==> config.mk <==
export PLATFORM = sky130hd
export DESIGN_NAME = lsu
export DESIGN_NICKNAME = d
export VERILOG_FILES = /design/src/rtl/lsu.sv
export SDC_FILE = /design/constraint.sdc
export NUM_CORES = 1
export LEC_CHECK = 0
export BUFFER_PORTS_ARGS = -buffer_cell sky130_fd_sc_hd__buf_2
export CAP_MARGIN = 30
export CORE_MARGIN = 5
export CORE_UTILIZATION = 56
export DETAILED_ROUTE_END_ITERATION = 7
export PLACE_DENSITY = 0.86
export SLEW_MARGIN = 10
export SYNTH_ARGS = -nofsm -noshare
export SYNTH_HDL_FRONTEND = slang
export SYNTH_SLANG_ARGS = --single-unit
==> constraint.sdc <==
create_clock -name clk -period 2.98 [get_ports clk]
set_clock_uncertainty 0.2 [all_clocks]
set_input_delay 0.596 -clock clk [delete_from_list [all_inputs] [get_ports clk]]
set_output_delay 0.596 -clock clk [all_outputs]
set_load 0.01 [all_outputs]
==> src/rtl/lsu.sv <==
// rtl/lsu.sv - RV32I load/store unit; LSU_MISALIGN_SPLIT_EN splits misaligned accesses into two word accesses
module lsu #(
    parameter int ADDR_W = 12
) (
    input  logic              clk,
    input  logic              rst_n,
    input  logic              req_valid,
    output logic              req_ready,
    input  logic              req_we,
    input  logic [2:0]        req_funct3,
    input  logic [31:0]       req_addr,
    input  logic [31:0]       req_wdata,
    output logic              resp_valid,
    output logic [31:0]       resp_rdata,
    output logic              resp_fault,
    output logic [ADDR_W-1:0] mem_adr,
    output logic [3:0]        mem_we,
    output logic [31:0]       mem_wdata,
    output logic              mem_str,
    output logic              mem_ld,
    input  logic [31:0]       mem_rdata
);

`ifdef LSU_MISALIGN_SPLIT_EN
    localparam logic SPLIT_EN = 1'b1;
`else
    localparam logic SPLIT_EN = 1'b0;
`endif

    typedef enum logic [2:0] {IDLE, ISSUE0, ISSUE1, WAIT, RESP} state_t;

    state_t state_q, state_d;

    logic              accept;
    logic [3:0]        mask;
    logic              illegal;
    logic [7:0]        lanes;
    logic [63:0]       data64;
    logic              misaligned;
    logic [ADDR_W-1:0] word_addr;

    logic              we_q;
    logic [2:0]        f3_q;
    logic [1:0]        off_q;
    logic              split_q;
    logic [3:0]        hi_we_q;
    logic [31:0]       hi_wdata_q;
    logic [31:0]       lo_q;
    logic [63:0]       word64;
    logic [31:0]       rdata_fmt;

    logic              unused_addr_bits;
    assign unused_addr_bits = ^req_addr[31:ADDR_W+2];

    assign req_ready = (state_q == IDLE);
    assign accept    = req_valid && req_ready;
    assign word_addr = req_addr[ADDR_W+1:2];

    function automatic logic [31:0] load_fmt(input logic [31:0] w, input logic [2:0] f3);
        case (f3)
            3'b000:  load_fmt = {{24{w[7]}}, w[7:0]};
            3'b001:  load_fmt = {{16{w[15]}}, w[15:0]};
            3'b100:  load_fmt = {24'd0, w[7:0]};
            3'b101:  load_fmt = {16'd0, w[15:0]};
            default: load_fmt = w;
        endcase
    endfunction

    always_comb begin
        case (req_funct3[1:0])
            2'b01:   mask = 4'b0011;
            2'b10:   mask = 4'b1111;
            default: mask = 4'b0001;
        endcase
        illegal    = (req_funct3[1:0] == 2'b11) || (req_funct3[2] && (req_we || req_funct3[1]));
        lanes      = {4'b0000, mask} << req_addr[1:0];
        data64     = {32'd0, req_wdata} << {req_addr[1:0], 3'b000};
        misaligned = |lanes[7:4];
    end

    // Upper word of a split load is the live memory word; the lower one was latched in ISSUE1.
    always_comb begin
        word64    = split_q ? {mem_rdata, lo_q} : {32'd0, mem_rdata};
        rdata_fmt = load_fmt(32'(word64 >> {off_q, 3'b000}), f3_q);
    end

    always_comb begin
        state_d = state_q;
        case (state_q)
            IDLE: begin
                if (accept) begin
                    if (illegal || (misaligned && !SPLIT_EN)) state_d = RESP;
                    else                                       state_d = ISSUE0;
                end
            end
            ISSUE0:  state_d = split_q ? ISSUE1 : (we_q ? RESP : WAIT);
            ISSUE1:  state_d = we_q ? RESP : WAIT;
            WAIT:    state_d = RESP;
            RESP:    state_d = IDLE;
            default: state_d = IDLE;
        endcase
    end

    always_ff @(posedge clk or negedge rst_n) begin
        if (!rst_n) state_q <= IDLE;
        else        state_q <= state_d;
    end

    always_ff @(posedge clk or negedge rst_n) begin
        if (!rst_n) begin
            resp_valid <= 1'b0;
            resp_rdata <= 32'd0;
            resp_fault <= 1'b0;
            mem_adr    <= '0;
            mem_we     <= 4'd0;
            mem_wdata  <= 32'd0;
            mem_str    <= 1'b0;
            mem_ld     <= 1'b0;
            we_q       <= 1'b0;
            f3_q       <= 3'd0;
            off_q      <= 2'd0;
            split_q    <= 1'b0;
            hi_we_q    <= 4'd0;
            hi_wdata_q <= 32'd0;
            lo_q       <= 32'd0;
        end else begin
            resp_valid <= (state_d == RESP);
            case (state_q)
                IDLE: begin
                    if (accept) begin
                        we_q       <= req_we;
                        f3_q       <= req_funct3;
                        off_q      <= req_addr[1:0];
                        split_q    <= SPLIT_EN && misaligned;
                        hi_we_q    <= lanes[7:4];
                        hi_wdata_q <= data64[63:32];
                        resp_rdata <= 32'd0;
                        resp_fault <= (state_d == RESP);
                        if (state_d == ISSUE0) begin
                            mem_adr   <= word_addr;
                            mem_we    <= lanes[3:0];
                            mem_wdata <= data64[31:0];
                            mem_str   <= req_we;
                            mem_ld    <= !req_we;
                        end
                    end
                end
                ISSUE0: begin
                    if (state_d == ISSUE1) begin
                        mem_adr   <= mem_adr + 1'b1;
                        mem_we    <= hi_we_q;
                        mem_wdata <= hi_wdata_q;
                    end else begin
                        mem_we  <= 4'd0;
                        mem_str <= 1'b0;
                        mem_ld  <= 1'b0;
                    end
                end
                ISSUE1: begin
                    mem_we  <= 4'd0;
                    mem_str <= 1'b0;
                    mem_ld  <= 1'b0;
                    lo_q    <= mem_rdata;
                end
                WAIT:    resp_rdata <= rdata_fmt;
                default: ;
            endcase
        end
    end

endmodule
==> flow_summary.yaml <==
placed_design:
  dp_cells: 883
  hpwl_um: 13300
  portBuffers: 169
  finalWeightedCongestion: 0.918
worst_setup_path:
  cp-end-kind: "flip-flop"
  cp-start-kind: "flip-flop"
  timing.rr.start: "state_q[1]"
  critPathMaxFanout: 14
  arrival_ns: 2.76
  path_class: "flip-flop to flip-flop"
  crit_path_start: "state_q[1]"
  worstPathRequired_ns: 3.17
route:
  routed_wl_um: 18200
  drc: 0
  via_per_inst: 6.17
  postRouteAntennaNets: 0
  first_pass_iters: 5
  num_vias: 5636
  drtIter0Drc: 449
  post_drt_wl_per_cell_um: 19.9
layout:
  seq_area_um2: 2930
  instances_no_fill: 914
  multiInputGateArea_um2: 2860
  fillers: 823
  nets: 870
  final_util_pct: 70.4
  drive_gt1_share_pct: 34.8
  syn_to_final_growth_pct: 24.4
cts:
  cts_tree: "built"
  htree_levels: 4
  cts_buffers: 17
  clk_latency_ns: 0.51
  cts_sinks: 117
  root_buffer: "clkbuf_8"
  clock_path_buffers: 2
  clk_pin_slew_worst_paths_ns: 0.05
power:
  switching_power_mw: 2.83
  leakagePower_nw: 3.70
  p_comb_share_pct: 39.8
  p_per_area_nw_per_um2: 976
  power.share.sequential_pct: 36.2
  swShare_pct: 38.4
  p_int_mw: 4.55
  pwr-share-clk_pct: 24.0
  ir_drop_v: 0.000512
grt:
  grt-ovfl-total: 0
  grt_pass1_wl_um: 28900
  antenna_found_initial: 1
  grt_usage_pct: 28.1
  grt_start_max_net_pins: 51
  grt_pass1_vias: 5786
die:
  die_w_um: 114
  pin_count: 188
  initial_utilization_pct: 56.6
  coreArea_um2: 10700
  die_area_um2: 13000
  rows: 38
  die_height_um: 114
timing:
  final_max_slew_viol_count: 0
  relSlewSlack_pct: 37.0
  finalSetupViolCount: 0
  finalCriticalPeriod_ns: 2.58
  worstMarginPinSlew_ns: 0.944
  min_period_over_period_pct: 86.5
  rsz0062_at_grt: "false"
  hold_viol_final: 0
  max_freq_mhz: 388
  hold_slack_ns: 0.124
  fin_setup_tns_ns: 0
yosys:
  syn_area_um2: 6080
  syn_avg_cell_area_um2: 10.0
  syn-num-nets: 712
  synth_edf_count: 0
  ys_top_cells_by_area: "dfrtp_1 (48%), mux2i_1 (8.1%), mux2_2 (5.9%)"
  synth_top_cells_by_count: "dfrtp_1 (117), nand2_1 (67), mux2i_1 (49)"
  synthArstFlopShare_pct: 100
  yosys.area.top_type: "dfrtp_1"
  synth_warnings: 0
  yosysMostFrequentCell: "dfrtp_1"
  synth_ff_type: "dfrtp_1"
  synth_cell_types: 49
  yosysTopAreaCellShare_pct: 48.2
  ys_seq_area_share_pct: 48.2
  syn_inst: 605
  synth-seq-cells: 117
min_path:
  hp-start: "req_addr[2]"
  hold_path.class: "input pin to flip-flop"
outcome:
  status: "complete, no violations"
flow_run:
  cap_violations: 0
[critical path: stages, from the launching register on]
cell,delay (ns)
dfrtp_1,0.49
nor3_2,0.28
and2_1,0.47
nor2_1,0.34
buf_4,0.28
a221o_2,0.40
[state kept, by name, indices dropped and copies added, names as in the netlist]
name,cells
resp_fault,1
state_q,3
mem_we,4
mem_wdata,32
hi_wdata_q,24
mem_str,1
we_q,1
mem_adr,12
mem_ld,1
resp_rdata,32
off_q,2
resp_valid,1
f3_q,3
[cells in the final DEF, fill, tap and decap left out, types with 10 or more instances in the layout]
cell type | Yosys | layout
buf_2 | 9 | 168
dfrtp_1 | 117 | 117
nand2_1 | 67 | 67
mux2i_1 | 49 | 49
a21oi_1 | 45 | 45
nor2_1 | 45 | 45
o21ai_0 | 35 | 35
mux2_2 | 32 | 32
nand3_1 | 25 | 25
buf_4 | 5 | 18
a221oi_1 | 16 | 16
clkbuf_16 | 0 | 16
inv_1 | 12 | 12
a31oi_1 | 12 | 12
a221o_2 | 10 | 10
[power groups by stage]
stage,Combinational (mW),Sequential (mW),Clock [mW]
6_report,2.94,2.67,1.77
5_1_grt,3.21,2.76,1.88
4_1_cts,2.93,2.67,1.80
3_5_place_dp,2.91,2.68,0
3_3_place_gp,2.81,2.64,0
2_1_floorplan,1.73,2.78,0
[timing repair]
action                    CTS  global route
hold endpoints to repair   46             0
hold buffers                1             0
setup buffers               0             0
gates resized for setup     0             0
[logic make-up after synthesis]
group	after synthesis	synth area share, %
and+or+nand+nor	178	13.6
AOI/OAI and AO/OA	159	17.8
DFF	117	48.2
muxes	83	14.4
buffers and inverters	63	5.00
adders and majority gates	4	0.823
xor gates and xnor gates	1	0.144
[per-stage QoR]
step	setup WS, ns	instance area [µm²]	power, mW
2_1_floorplan	0.498	6080	4.51
3_3_place_gp	0.379	7040	5.46
3_5_place_dp	0.282	7040	5.59
4_1_cts	0.416	7560	7.39
5_1_grt	0.249	7560	7.84
6_report	0.403	7560	7.38
[layout make-up]
| cell class | count | share of cell area (%) |
|---|---|---|
| clock inverter | 6 | 0.728 |
| timing repair buffer | 190 | 13.8 |
| antenna | 1 | 0.0331 |
| tap | 140 | 2.32 |
| clock buffer | 23 | 6.04 |
| multi-input combinational | 425 | 37.8 |
| inverter | 12 | 0.596 |
| sequential | 117 | 38.7 |
[routing by layer]
layer / global-route usage, % / vias up / wire length (µm)
met3: 6.82 / 50 / 1750
met2: 46.6 / 329 / 8880
met5: 0 / - / 0
met4: 13.2 / 0 / 705
met1: 34.5 / 2737 / 6840
li1: - / 2520 / -
[worst paths after layout]
path                            slack (ns)  depth (start not counted)              to
worst max-delay path                  0.40                          5  resp_rdata[22]
worst min-delay path                  0.12                          2      mem_adr[0]
worst max register to register        0.40                          5  resp_rdata[22]
worst min register to register        0.28                          2  hi_wdata_q[19]
max in group asynchronous             1.43                          3   mem_wdata[27]
min in group asynchronous             0.47                          2   resp_rdata[2]
Power figures use the tool's default switching activity.
